### src/rtl/sevenseg_reader.sv
// sevenseg_reader: debounces a raw 7-segment bus, decodes it back to a 4-bit
// display code and reports every stable change as one valid/ready event.
// Optional input synchronizer: define SEVENSEG_READER_SYNC_EN (two-flop, L=2).
`timescale 1ns/1ps
module sevenseg_reader #(
  parameter int unsigned STABLE_CYCLES = 16
) (
  input  logic       clk,
  input  logic       rst_n,
  input  logic [6:0] seg_in,
  output logic [3:0] value,
  output logic       value_valid,
  output logic       evt_valid,
  input  logic       evt_ready,
  output logic [3:0] evt_code,
  output logic       evt_err,
  output logic       overflow
);

  localparam logic [7:0] STABLE_N = 8'(STABLE_CYCLES);

  typedef enum logic [1:0] {
    ST_WAIT   = 2'd0,
    ST_SETTLE = 2'd1,
    ST_STABLE = 2'd2
  } state_e;

  typedef struct packed {
    logic       legal;
    logic [3:0] code;
  } decode_t;

  function automatic decode_t decode(input logic [6:0] pat);
    decode_t d;
    d.legal = 1'b1;
    case (pat)
      7'h3F:   d.code = 4'd0;
      7'h06:   d.code = 4'd1;
      7'h5B:   d.code = 4'd2;
      7'h4F:   d.code = 4'd3;
      7'h66:   d.code = 4'd4;
      7'h6D:   d.code = 4'd5;
      7'h7D:   d.code = 4'd6;
      7'h07:   d.code = 4'd7;
      7'h7F:   d.code = 4'd8;
      7'h6F:   d.code = 4'd9;
      7'h00:   d.code = 4'd12;
      default: begin
        d.legal = 1'b0;
        d.code  = 4'hF;
      end
    endcase
    return d;
  endfunction

  // ---------------------------------------------------------------------------
  // Sample path
  // ---------------------------------------------------------------------------
  logic [6:0] sample;
  logic       sample_ok;

`ifdef SEVENSEG_READER_SYNC_EN
  logic [6:0] sync1_q, sync2_q;
  logic [1:0] sync_vld_q;

  // The valid shift keeps the reset zeros in the synchronizer from being
  // counted as a sampled blank bus, so latency is L=2 from the first edge.
  always_ff @(posedge clk or negedge rst_n) begin
    if (!rst_n) begin
      sync1_q    <= '0;
      sync2_q    <= '0;
      sync_vld_q <= '0;
    end else begin
      sync1_q    <= seg_in;
      sync2_q    <= sync1_q;
      sync_vld_q <= {sync_vld_q[0], 1'b1};
    end
  end

  assign sample    = sync2_q;
  assign sample_ok = sync_vld_q[1];
`else
  assign sample    = seg_in;
  assign sample_ok = 1'b1;
`endif

  // ---------------------------------------------------------------------------
  // State
  // ---------------------------------------------------------------------------
  state_e     state_q, state_d;
  logic [6:0] cand_q, cand_d;
  logic [7:0] cnt_q, cnt_d;
  logic [6:0] committed_q, committed_d;
  logic       have_commit_q, have_commit_d;
  logic [3:0] value_q, value_d;
  logic       value_valid_q, value_valid_d;
  logic       evt_valid_q, evt_valid_d;
  logic [3:0] evt_code_q, evt_code_d;
  logic       evt_err_q, evt_err_d;
  logic       overflow_q, overflow_d;

  logic       mismatch;
  logic       commit;
  logic       new_evt;
  decode_t    dec;

  // NOTE: sequential state uses non-blocking assignments so every flop samples
  // the pre-edge value of its inputs, independent of statement order.
  always_ff @(posedge clk or negedge rst_n) begin
    if (!rst_n) begin
      state_q       <= ST_WAIT;
      cand_q        <= 7'h00;
      cnt_q         <= 8'd0;
      committed_q   <= 7'h00;
      have_commit_q <= 1'b0;
      value_q       <= 4'd12;
      value_valid_q <= 1'b0;
      evt_valid_q   <= 1'b0;
      evt_code_q    <= 4'd0;
      evt_err_q     <= 1'b0;
      overflow_q    <= 1'b0;
    end else begin
      state_q       <= state_d;
      cand_q        <= cand_d;
      cnt_q         <= cnt_d;
      committed_q   <= committed_d;
      have_commit_q <= have_commit_d;
      value_q       <= value_d;
      value_valid_q <= value_valid_d;
      evt_valid_q   <= evt_valid_d;
      evt_code_q    <= evt_code_d;
      evt_err_q     <= evt_err_d;
      overflow_q    <= overflow_d;
    end
  end

  // ---------------------------------------------------------------------------
  // Next-state logic
  // ---------------------------------------------------------------------------
  assign mismatch = sample_ok && (sample != cand_q);

  // WAIT is left only by a commit; a disturbed STABLE pattern restarts settling.
  always_comb begin
    state_d = state_q;
    if (commit) begin
      state_d = ST_STABLE;
    end else if (mismatch && state_q == ST_STABLE) begin
      state_d = ST_SETTLE;
    end
  end

  // ---------------------------------------------------------------------------
  // Datapath / output logic
  // ---------------------------------------------------------------------------
  // NOTE: every variable driven here gets a default first, so no path leaves a
  // value unassigned and no latch is inferred.
  always_comb begin
    cand_d = cand_q;
    cnt_d  = cnt_q;
    commit = 1'b0;
    if (sample_ok) begin
      if (mismatch) begin
        cand_d = sample;
        cnt_d  = 8'd1;
      end else if (state_q != ST_STABLE) begin
        cnt_d  = cnt_q + 8'd1;
      end
      // A load counts as the first stable sample, so STABLE_CYCLES=1 commits at once.
      commit = (mismatch || state_q != ST_STABLE) && (cnt_d == STABLE_N);
    end
  end

  assign dec     = decode(cand_d);
  assign new_evt = commit && (!have_commit_q || cand_d != committed_q);

  always_comb begin
    committed_d   = committed_q;
    have_commit_d = have_commit_q;
    value_d       = value_q;
    value_valid_d = value_valid_q;
    evt_valid_d   = evt_valid_q;
    evt_code_d    = evt_code_q;
    evt_err_d     = evt_err_q;
    overflow_d    = overflow_q;

    if (commit) begin
      committed_d   = cand_d;
      have_commit_d = 1'b1;
      value_valid_d = dec.legal;
      if (dec.legal) begin
        value_d = dec.code;
      end
    end

    // A new event wins over an accept; only an unaccepted payload is lost.
    if (new_evt) begin
      evt_valid_d = 1'b1;
      evt_code_d  = dec.code;
      evt_err_d   = !dec.legal;
      if (evt_valid_q && !evt_ready) begin
        overflow_d = 1'b1;
      end
    end else if (evt_valid_q && evt_ready) begin
      evt_valid_d = 1'b0;
    end
  end

  assign value       = value_q;
  assign value_valid = value_valid_q;
  assign evt_valid   = evt_valid_q;
  assign evt_code    = evt_code_q;
  assign evt_err     = evt_err_q;
  assign overflow    = overflow_q;

endmodule

### config.mk
export PLATFORM = sky130hd
export DESIGN_NAME = sevenseg_reader
export DESIGN_NICKNAME = d
export VERILOG_FILES = /design/src/rtl/sevenseg_reader.sv
export SDC_FILE = /design/constraint.sdc
export NUM_CORES = 1
export LEC_CHECK = 0
export ABC_AREA = 1
export BUFFER_PORTS_ARGS = -buffer_cell sky130_fd_sc_hd__clkbuf_2
export CORE_ASPECT_RATIO = 0.6
export CORE_UTILIZATION = 30
export DETAILED_ROUTE_END_ITERATION = 8
export SLEW_MARGIN = 20
export SYNTH_ARGS = -nofsm -noshare
export SYNTH_HDL_FRONTEND = slang
export SYNTH_SLANG_ARGS = --single-unit
### constraint.sdc
create_clock -name clk -period 1.8 [get_ports clk]
set_input_delay 0 -clock clk [delete_from_list [all_inputs] [get_ports clk]]
set_output_delay 0 -clock clk [all_outputs]
set_load 0.005 [all_outputs]
==> out/qor.tcl, run 1 <==
set qor(syn2layout_area_growth_pct) 34.6
set qor(mappedNetlistNets) 283
set qor(path_cells) {ha_1 > nand2_2 > nor2_2 > xor2_1 > nand3_2 > nor2_4 > nand3_4 > buf_12 > nand2_4 > o21ai_2}
set qor(detail_route.wl_per_cell_microns) 12.3
set qor(synth_top_cells_by_area) {sky130_fd_sc_hd__dfrtp_1 (42%), sky130_fd_sc_hd__nand2_1 (17%), sky130_fd_sc_hd__inv_1 (5.9%)}
set qor(fmaxAchievable_mhz) 533
set qor(clkLatencyLatePin_ps) 280
set qor(grt_pass1_vias) 1637
set qor(dieArea_sq_mm) 0.00730
set qor(r2r-start) {cnt_q[0]$_DFF_PN0_}
set qor(setup_viol_count_final) 18
set qor(cts_inserted_buffers) 5
set qor(synthesis.yosys.warnings) 0
set qor(power_per_cell_area_mw_per_mm2) 646
set qor(final.setup.worst_slack_ps) -75.2
set qor(worst_hold_path_type) {input port to register}
set qor(core_sq_mm) 0.00671
set qor(finalNonFillerCells) 407
set qor(design.final.nets) 331
set qor(detail_route.first_pass.iterations) 4
set qor(worst_hold_startpoint) {seg_in[0]}
set qor(clock-sinks) 37
set qor(placement_rows) 23
set qor(final_hold_viol_count) 0
set qor(critPathKind) {register to register}
set qor(grt_setup_unrepaired) {true}
set qor(clk_path_buf_depth) 2
set qor(cp_top_family) {simple AND/OR/NAND/NOR gates}
set qor(place_congestion) 0.914
set qor(final_core_utilization_pct) 41.9
set qor(vias) 1802
set qor(groute.usage.overall_pct) 14.8
set qor(syn-mean-instance-area_sq_um) 7.67
set qor(synth-edff-count) 0
set qor(grt_pass1_wl_microns) 7950
set qor(root_buffer) {sky130_fd_sc_hd__clkbuf_16}
set qor(cp_num_buf_inv) 1
set qor(drtAntennaViolNets) 0
set qor(tritoncts_clock_tree) {yes}
set qor(finalCritPeriodShare_pct) 104
set qor(clk_pin_slew_ps) 60
set qor(final_layout_size_suffix_gt1_share_pct) 31.9
set qor(syn-instance-count) 272
set qor(tightestPinTransition_ps) 478
set qor(failing_checks) {setup timing}
set qor(initial_core_util_pct) 31.1
set qor(drc) 0
set qor(routed_wl_microns) 5010
set qor(yosysSeqAreaShare_pct) 44.5
set qor(yosys_register_bits) 37
set qor(synth_top_cell_area_share_pct) 42.0
set qor(async_flop_share_pct) 100
set qor(dp.cells) 383
set qor(port_buffers) 21
set qor(mappedNetlistArea_sq_mm) 0.00209
set qor(pin_count) 22
set qor(die_w_microns) 110
set qor(final.min_clock_period_ps) 1880
set qor(crit_path_launch_type) {register}
set qor(cp_data_required_time_ps) 1960
set qor(slew_violations) 0
set qor(run_status) {finished, violations left}
set qor(power.ir.vdd_worst_v) 0.000352
set qor(vertical_die_dimension_microns) 66.6
set qor(detail_route.iter0.violations) 104
set qor(slew_headroom_pct) 68.1
set qor(num-fill-cells) 664
set qor(antenna_found_initial) 0
set qor(cpMaxStageDelayCell) {sky130_fd_sc_hd__dfrtp_1}
set qor(insertedDiodeCount) 0
set qor(critPathMaxStageDelay_ps) 350
set qor(cts_max_level) 2
set qor(yosys_most_used_dff) {sky130_fd_sc_hd__dfrtp_1}
set qor(finClkSkew_ps) 4.13
set qor(yosys.area.top_type) {sky130_fd_sc_hd__dfrtp_1}
set qor(drv.max_cap_violation_count) 0
set qor(synth.lib_cells_used.distinct) 33
set qor(cp_launch_point) {cnt_q[0]$_DFF_PN0_}
set qor(fin_setup_tns_ps) -842
set qor(viasPerCell) 4.43
set qor(leakage_uw) 0.00150
set qor(grt_start_max_net_pins) 38
set qor(half_perimeter_wire_length_of_the_detailed_placement_result_microns) 3490
set qor(endpoint_kind) {register}
set qor(overflow) 0
set qor(cp.arrival_ps) 2040
set qor(critical_path_peak_fanout) 6
## placed cells by master, fill, tap and decap left out, types with 2 or more instances in the layout
cell,instances
sky130_fd_sc_hd__nor3_2,2
sky130_fd_sc_hd__clkbuf_2,21
sky130_fd_sc_hd__o21ai_0,2
sky130_fd_sc_hd__inv_2,7
sky130_fd_sc_hd__o31ai_1,2
sky130_fd_sc_hd__buf_4,20
sky130_fd_sc_hd__dfrtp_1,34
sky130_fd_sc_hd__nand3_1,9
sky130_fd_sc_hd__buf_12,2
sky130_fd_sc_hd__xor2_1,8
sky130_fd_sc_hd__nand4_1,6
sky130_fd_sc_hd__dfstp_2,2
sky130_fd_sc_hd__o21ai_2,7
sky130_fd_sc_hd__nor2_1,17
sky130_fd_sc_hd__nor2_2,5
sky130_fd_sc_hd__clkbuf_16,6
sky130_fd_sc_hd__nand2_2,4
sky130_fd_sc_hd__nand3_2,3
sky130_fd_sc_hd__nand2_4,11
sky130_fd_sc_hd__dlygate4sd3_1,9
sky130_fd_sc_hd__inv_1,31
sky130_fd_sc_hd__nor2_4,4
sky130_fd_sc_hd__nor3_1,8
sky130_fd_sc_hd__xnor2_1,2
sky130_fd_sc_hd__nand2_1,82
sky130_fd_sc_hd__and2_1,2
## report_power, final
part | leakage, uW | total [uW] | switching, uW | internal (uW)
Clock | 0.0000667 | 817 | 314 | 503
Combinational | 0.000965 | 150 | 98.2 | 52.3
Sequential | 0.000471 | 846 | 4.30 | 841
## worst reg2reg max path, stage by stage (launching register included)
cell                      delay [ps]
sky130_fd_sc_hd__dfrtp_1         350
sky130_fd_sc_hd__ha_1            160
sky130_fd_sc_hd__nand2_2          70
sky130_fd_sc_hd__nor2_2          140
sky130_fd_sc_hd__xor2_1          250
sky130_fd_sc_hd__nand3_2         140
sky130_fd_sc_hd__nor2_4          170
sky130_fd_sc_hd__nand3_4         180
sky130_fd_sc_hd__buf_12          200
sky130_fd_sc_hd__nand2_4          50
sky130_fd_sc_hd__o21ai_2          50
## kinds of logic after synthesis
kind of cell	synth area share, %
and+or+nand+nor	34.4
AOI/OAI and AO/OA	5.16
adders and majority gates	0.600
muxes	0.480
DFF	44.5
xor gates and xnor gates	4.62
buffers and inverters	10.2
## path summary, 6_finish.rpt
check	to	slack (ps)	cells past startpoint
setup / recovery	committed_q[5]$_DFFE_PN0P_	-80	10
hold / removal	committed_q[0]$_DFFE_PN0P_	70	3
max in group asynchronous	value[3]$_DFFE_PN1P_	1140	3
hold reg to reg	value[3]$_DFFE_PN1P_	470	2
min in group asynchronous	state_q[0]$_DFFE_PN0P_	310	3
setup reg to reg	committed_q[5]$_DFFE_PN0P_	-80	10
## area by class of cell
cell class | instances | area (sq um) | share of cell area (%)
clock buffers | 6 | 129 | 4.59
inverters | 38 | 143 | 5.08
clock inverters | 1 | 5.00 | 0.178
repair buffers | 54 | 422 | 15.0
multi-input cells | 184 | 1070 | 38.1
flip-flops and latches | 37 | 930 | 33.1
well taps | 87 | 109 | 3.88
## routing by layer
layer | part of all wire, % | vias up | wire length, microns | global-route usage [%]
li1 | - | 936 | - | -
met1 | 54 | 835 | 2720 | 23.4
met2 | 40 | 29 | 2010 | 18.9
met3 | 5.0 | 2 | 251 | 4.01
met4 | 0.52 | 0 | 26 | 4.00
met5 | 0 | - | 0 | 0
## metrics by stage
| stage | cell area (sq um) | hold slack [ps] | setup slack [ps] | power (uW) |
|---|---|---|---|---|
| floorplan | 2090 | -296 | 61.9 | 942 |
| global placement | 2370 | 79.0 | -10.2 | 982 |
| detailed placement | 2370 | 80.8 | -30.8 | 984 |
| CTS | 2620 | 64.6 | 2.20 | 1820 |
| global route | 2810 | 88.7 | -208 | 1890 |
| finish | 2810 | 70.5 | -75.2 | 1810 |
## cell usage after synthesis (2+ instances only)
master / instances
sky130_fd_sc_hd__clkbuf_1: 7
sky130_fd_sc_hd__o21ai_0: 2
sky130_fd_sc_hd__xor2_1: 8
sky130_fd_sc_hd__inv_1: 33
sky130_fd_sc_hd__nor3_1: 10
sky130_fd_sc_hd__inv_2: 5
sky130_fd_sc_hd__nand3_1: 10
sky130_fd_sc_hd__o31ai_1: 2
sky130_fd_sc_hd__and2_1: 2
sky130_fd_sc_hd__nor2_1: 21
sky130_fd_sc_hd__o21ai_2: 7
sky130_fd_sc_hd__nor2_4: 2
sky130_fd_sc_hd__dfrtp_1: 35
sky130_fd_sc_hd__buf_4: 3
sky130_fd_sc_hd__dfstp_2: 2
sky130_fd_sc_hd__nor2_2: 3
sky130_fd_sc_hd__nand3_2: 2
sky130_fd_sc_hd__nand4_1: 6
sky130_fd_sc_hd__xnor2_1: 3
sky130_fd_sc_hd__buf_2: 2
sky130_fd_sc_hd__nand2_1: 94
sky130_fd_sc_hd__nand2_2: 2
## what timing repair did
item | in CTS | in global routing
endpoints found under the hold margin | 44 | 0
resized for setup | 4 | 33
hold buffers | 9 | 0
pin swaps | 5 | 18
cloned | 0 | 1
endpoints found under the setup margin | 18 | 22
setup buffers | 1 | 6
## state kept, by name (all words and copies together), names as in the netlist
register / cells
evt_err: 1
have_commit_q: 1
evt_code: 4
evt_valid: 1
value: 4
committed_q: 7
cnt_q: 8
cand_q: 7
state_q: 2
value_valid: 1
overflow: 1
No activity file was read; power rests on OpenSTA's default activity.
==> run 2: changes to the inputs <==
CORE_UTILIZATION = 25   (was 30)
==> out/qor.tcl, run 2 (synthesized netlist as in run 1, its figures left out) <==
set qor(run_status) {finished, violations left}
set qor(failing_checks) {setup timing}
set qor(detail_route.iter0.violations) 103
set qor(dp_worst_setup_slack_ps) -144
set qor(clk_pin_slew_ps) 60
set qor(crit_path_launch_type) {register}
set qor(dieArea_sq_mm) 0.00872
set qor(endpoint_kind) {register}
set qor(clkLatencyLatePin_ps) 280
set qor(final.setup.worst_slack_ps) -23.8
set qor(detail_route.first_pass.iterations) 4
set qor(antenna_found_initial) 0
set qor(half_perimeter_wire_length_of_the_detailed_placement_result_microns) 3740
set qor(clock-sinks) 37
set qor(fmaxAchievable_mhz) 548
set qor(overflow) 0
set qor(final_hold_viol_count) 0
set qor(core_sq_mm) 0.00798
set qor(final.min_clock_period_ps) 1820
set qor(groute.usage.overall_pct) 12.3
set qor(final_layout_size_suffix_gt1_share_pct) 35.4
set qor(port_buffers) 21
set qor(pin_count) 22
set qor(design.final.nets) 343
set qor(top_register) {cnt_q}
set qor(wl_met2_microns) 2200
set qor(finClkSkew_ps) 5.44
set qor(tightestPinTransition_ps) 490
set qor(largest_reg_flops) 8
set qor(drtAntennaViolNets) 0
set qor(syn2layout_area_growth_pct) 39.1
set qor(cp_data_required_time_ps) 2010
set qor(critical_path_peak_fanout) 6
set qor(clk_path_buf_depth) 2
set qor(layout_top_registers) {cnt_q: 8 flops, cand_q: 7 flops, committed_q: 7 flops}
set qor(grt_start_max_net_pins) 20
set qor(r2r-start) {cnt_q[0]$_DFF_PN0_}
set qor(cp_launch_point) {cnt_q[0]$_DFF_PN0_}
set qor(viasPerCell) 4.26
set qor(die_w_microns) 120
set qor(layout.cells.most_common) {sky130_fd_sc_hd__nand2_1}
set qor(initial_core_util_pct) 26.1
set qor(worst_hold_startpoint) {seg_in[5]}
set qor(drv.max_cap_violation_count) 0
set qor(fin_setup_tns_ps) -144
set qor(layout.cells.most_common_list) {sky130_fd_sc_hd__nand2_1 (82), sky130_fd_sc_hd__dfrtp_1 (34), sky130_fd_sc_hd__inv_1 (31)}
set qor(power.ir.vdd_worst_v) 0.000393
set qor(root_buffer) {sky130_fd_sc_hd__clkbuf_16}
set qor(insertedDiodeCount) 0
set qor(worst_hold_path_type) {input port to register}
set qor(cts_inserted_buffers) 5
set qor(drc) 0
set qor(cp.arrival_ps) 2040
set qor(slew_headroom_pct) 67.4
set qor(routed_wl_microns) 5210
set qor(finalCritPeriodShare_pct) 101
set qor(critPathKind) {register to register}
set qor(topRoutingLayerUsed) {met4}
set qor(grt_setup_unrepaired) {true}
set qor(grt_pass1_vias) 1778
set qor(cts_max_level) 2
set qor(setup_viol_count_final) 10
set qor(hold_path_depth) 3
set qor(power_per_cell_area_mw_per_mm2) 639
set qor(vertical_die_dimension_microns) 72.8
set qor(leakage_uw) 0.00155
set qor(met3_wirelength_microns) 239
set qor(ff2ff_path_depth) 9
set qor(place_congestion) 0.829
set qor(slew_violations) 0
set qor(placement_rows) 25
set qor(grt_pass1_wl_microns) 8380
set qor(wl_met1_microns) 2750
set qor(tritoncts_clock_tree) {yes}
set qor(vias) 1878
set qor(detail_route.wl_per_cell_microns) 11.8
[run 2: layer usage]
| layer | up-vias | global-route usage, % |
|---|---|---|
| li1 | 957 | - |
| met1 | 874 | 18.2 |
| met2 | 43 | 17.9 |
| met3 | 4 | 3.36 |
| met4 | 0 | 2.50 |
| met5 | - | 0 |
[run 2: area by class of cell]
type | instances | area, sq um
fill | 845 | 5080
multi-input combinational | 185 | 1060
sequential | 37 | 930
timing repair buffer | 65 | 493
inverter | 38 | 143
tap | 108 | 135
clock buffer | 6 | 129
clock inverter | 2 | 10.0
[run 2: critical path, cell delays in order (launching register included)]
cell and delay, ps:
sky130_fd_sc_hd__dfrtp_1 390, sky130_fd_sc_hd__ha_1 210, sky130_fd_sc_hd__nand2_2 110, sky130_fd_sc_hd__xor2_1 240, sky130_fd_sc_hd__a21oi_2 120, sky130_fd_sc_hd__nor2_4 200, sky130_fd_sc_hd__nand3_4 160, sky130_fd_sc_hd__nor2_4 190
sky130_fd_sc_hd__nand2_1 80, sky130_fd_sc_hd__nand2_1 70
[run 2: path summary, 6_finish.rpt]
kind                       slack [ps]                         end
hold / removal                     20  committed_q[5]$_DFFE_PN0P_
setup / recovery                  -20     evt_code[3]$_DFFE_PN0P_
min in group asynchronous         230     evt_code[1]$_DFFE_PN0P_
max in group asynchronous        1000          cnt_q[2]$_DFF_PN0_
setup reg to reg                  -20     evt_code[3]$_DFFE_PN0P_
hold reg to reg                   470        value[2]$_DFFE_PN1P_
[run 2: metrics by stage]
stage	cells	utilization (%)	power, uW	instance area [sq um]	hold WS [ps]
6_report	441	36.4	1850	2900	19.2
5_1_grt	441	36.4	1920	2900	50.5
4_1_cts	438	35.0	1860	2790	17.9
3_5_place_dp	414	30.7	994	2450	-21.5
3_3_place_gp	414	30.7	992	2450	-29.7
2_1_floorplan	272	-	942	2090	-296
[run 2: power breakdown]
group	internal [uW]	leakage (uW)	total (uW)	switching, uW
logic	59.8	0.00100	157	97.2
registers	841	0.000471	845	4.57
clock network	509	0.0000706	851	342
[run 2: timing repair]
item	in CTS	in global routing
hold buffers	8	0
gates resized for setup	17	26
endpoints found under the hold margin	23	0
setup buffers	7	3
pin swaps	9	22
endpoints found under the setup margin	18	21
cloned	1	0
==> run 3: changes to the inputs <==
ABC_CLOCK_PERIOD_IN_PS = 1800   (was unset)
CORE_MARGIN = 4   (was unset)
REMOVE_ABC_BUFFERS = 1   (was unset)
==> out/qor.tcl, run 3 (synthesized netlist as in run 1, its figures left out) <==
set qor(run_status) {finished, violations left}
set qor(failing_checks) {setup timing}
set qor(final_layout_size_suffix_gt1_share_pct) 35.0
set qor(total_power_uw) 2010
set qor(leakage_uw) 0.00151
set qor(detail_route.first_pass.iterations) 4
set qor(cp.arrival_ps) 2070
set qor(final.min_clock_period_ps) 1840
set qor(fmaxAchievable_mhz) 544
set qor(layout.cells.most_common) {sky130_fd_sc_hd__nand2_1}
set qor(slew_violations) 0
set qor(clkLatencyLatePin_ps) 290
set qor(timing.critical_path.mode_cell) {sky130_fd_sc_hd__nor2_4}
set qor(drc) 0
set qor(half_perimeter_wire_length_of_the_detailed_placement_result_microns) 3840
set qor(cts_inserted_buffers) 5
set qor(drv.max_cap_violation_count) 0
set qor(drtAntennaViolNets) 0
set qor(grt_setup_unrepaired) {true}
set qor(top_register) {cnt_q}
set qor(layout.cells.most_common_list) {sky130_fd_sc_hd__nand2_1 (86), sky130_fd_sc_hd__dfrtp_1 (34), sky130_fd_sc_hd__inv_1 (31)}
set qor(power_switching_share_pct) 23.0
set qor(grt_pass1_vias) 1772
set qor(power_per_cell_area_mw_per_mm2) 698
set qor(endpoint_kind) {register}
set qor(detail_route.iter0.violations) 133
set qor(overflow) 0
set qor(initial_core_util_pct) 26.0
set qor(power.ir.vdd_worst_v) 0.000310
set qor(insertedDiodeCount) 0
set qor(root_buffer) {sky130_fd_sc_hd__clkbuf_16}
set qor(critical_path_peak_fanout) 8
set qor(placement_rows) 25
set qor(syn2layout_area_growth_pct) 38.3
set qor(fin_worst_hold_slack_ps) 37.7
set qor(detail_route.wl_per_cell_microns) 12.5
set qor(final_hold_viol_count) 0
set qor(port_buffers) 21
set qor(clkPwrFrac_pct) 50.5
set qor(final.setup.worst_slack_ps) -39.5
set qor(p_int_uw) 1550
set qor(tritoncts_clock_tree) {yes}
set qor(pwr-share-comb_pct) 7.6
set qor(num-fill-cells) 840
set qor(grt_pass1_wl_microns) 9100
set qor(clock-sinks) 37
set qor(reg_area_sq_um) 930
set qor(cp_data_required_time_ps) 2030
set qor(place_congestion) 0.912
set qor(multi_input_area_sq_mm) 0.00109
set qor(layout_top_registers) {cnt_q: 8 flops, cand_q: 7 flops, committed_q: 7 flops}
set qor(clk_pin_slew_ps) 60
set qor(cts_max_level) 2
set qor(p_sw_uw) 463
set qor(setup_viol_count_final) 5
set qor(clk_path_buf_depth) 2
set qor(groute.usage.overall_pct) 11.6
set qor(antenna_found_initial) 0
set qor(critPathKind) {register to register}
set qor(crit_path_launch_type) {register}
set qor(worst_hold_path_type) {input port to register}
set qor(finalCritPeriodShare_pct) 102
set qor(cp_num_buf_inv) 0
set qor(final_core_utilization_pct) 36.0
set qor(finClkSkew_ps) 3.83
set qor(die_w_microns) 126
set qor(core_sq_mm) 0.00801
set qor(tightestPinTransition_ps) 607
set qor(viasPerCell) 4.28
set qor(cp_top_family) {simple AND/OR/NAND/NOR gates}
set qor(cpMaxStageDelayCell) {sky130_fd_sc_hd__dfrtp_1}
set qor(routed_wl_microns) 5420
set qor(largest_reg_flops) 8
set qor(grt_start_max_net_pins) 24
set qor(path_cells) {ha_2 > nand2_4 > nor2_4 > xor2_2 > nand3_2 > nor2_4 > nand3_4 > nor2_4 > nand2_1 > nand2_1}
set qor(seq_power_share_pct) 42.0
set qor(pin_count) 22
set qor(design.final.nets) 336
set qor(vias) 1857
set qor(critPathMaxStageDelay_ps) 370
set qor(vertical_die_dimension_microns) 78.8
set qor(slew_headroom_pct) 59.5
set qor(dieArea_sq_mm) 0.00992
run 3: cell count changes in the layout (fill, tap and decap cells not counted), sizes merged:
| cell | before | now |
|---|---|---|
| buf | 36 | 29 |
| bufinv | 0 | 1 |
| clkbuf | 27 | 26 |
| clkinv | 2 | 1 |
| clkinvlp | 0 | 1 |
run 3: what timing repair did:
action | 4_1_cts | 5_1_grt
gates cloned | 1 | 0
resized for setup | 19 | 20
hold buffers | 8 | 0
endpoints found under the hold margin | 27 | 0
pin swaps | 13 | 17
buffers inserted | 6 | 4
setup endpoints to repair | 18 | 22
run 3: cell type report:
type | instances | area share (%)
tap | 108 | 4.68
timing repair buffer | 58 | 14.4
multi-input combinational | 185 | 37.9
inverter | 38 | 4.94
clock buffer | 5 | 4.34
sequential | 37 | 32.2
clock inverter | 3 | 1.60
run 3: metal layers:
| metal | vias up | GRT usage [%] | share of wire (%) | wire, microns |
|---|---|---|---|---|
| li1 | 940 | - | - | - |
| met1 | 879 | 17.5 | 52 | 2820 |
| met2 | 34 | 16.0 | 42 | 2260 |
| met3 | 4 | 3.49 | 5.4 | 290 |
| met4 | 0 | 2.68 | 0.85 | 46 |
| met5 | - | 0 | 0 | 0 |
run 3: path summary, 6_finish.rpt:
kind / end / cells after the start / slack [ps] / start
max: evt_code[1]$_DFFE_PN0P_ / 10 / -40 / cnt_q[1]$_DFF_PN0_
min: cand_q[4]$_DFF_PN0_ / 2 / 40 / seg_in[4]
max reg2reg: evt_code[1]$_DFFE_PN0P_ / 10 / -40 / cnt_q[1]$_DFF_PN0_
min reg2reg: value[2]$_DFFE_PN1P_ / 2 / 470 / value[2]$_DFFE_PN1P_
max in group asynchronous: state_q[1]$_DFFE_PN0P_ / 3 / 980 / rst_n
min in group asynchronous: cnt_q[2]$_DFF_PN0_ / 2 / 260 / rst_n
run 3: through the flow:
stage          instances  instance area [sq um]  setup slack, ps  TNS, ps
6_report             434                   2890            -39.5     -100
2_1_floorplan        259                   2020             30.2        0
3_5_place_dp         409                   2410             -153    -2010
5_1_grt              434                   2890             -190    -2780
3_3_place_gp         409                   2410            -65.0     -626
4_1_cts              432                   2790            -27.2    -71.7
run 3: power by group through the flow:
stage               Clock, uW  Sequential [uW]  Combinational, uW
finish                   1020              846                152
floorplan                   0              860               62.8
global route             1080              846                170
global placement            0              859                128
CTS                      1050              844                147
detailed placement          0              860                131
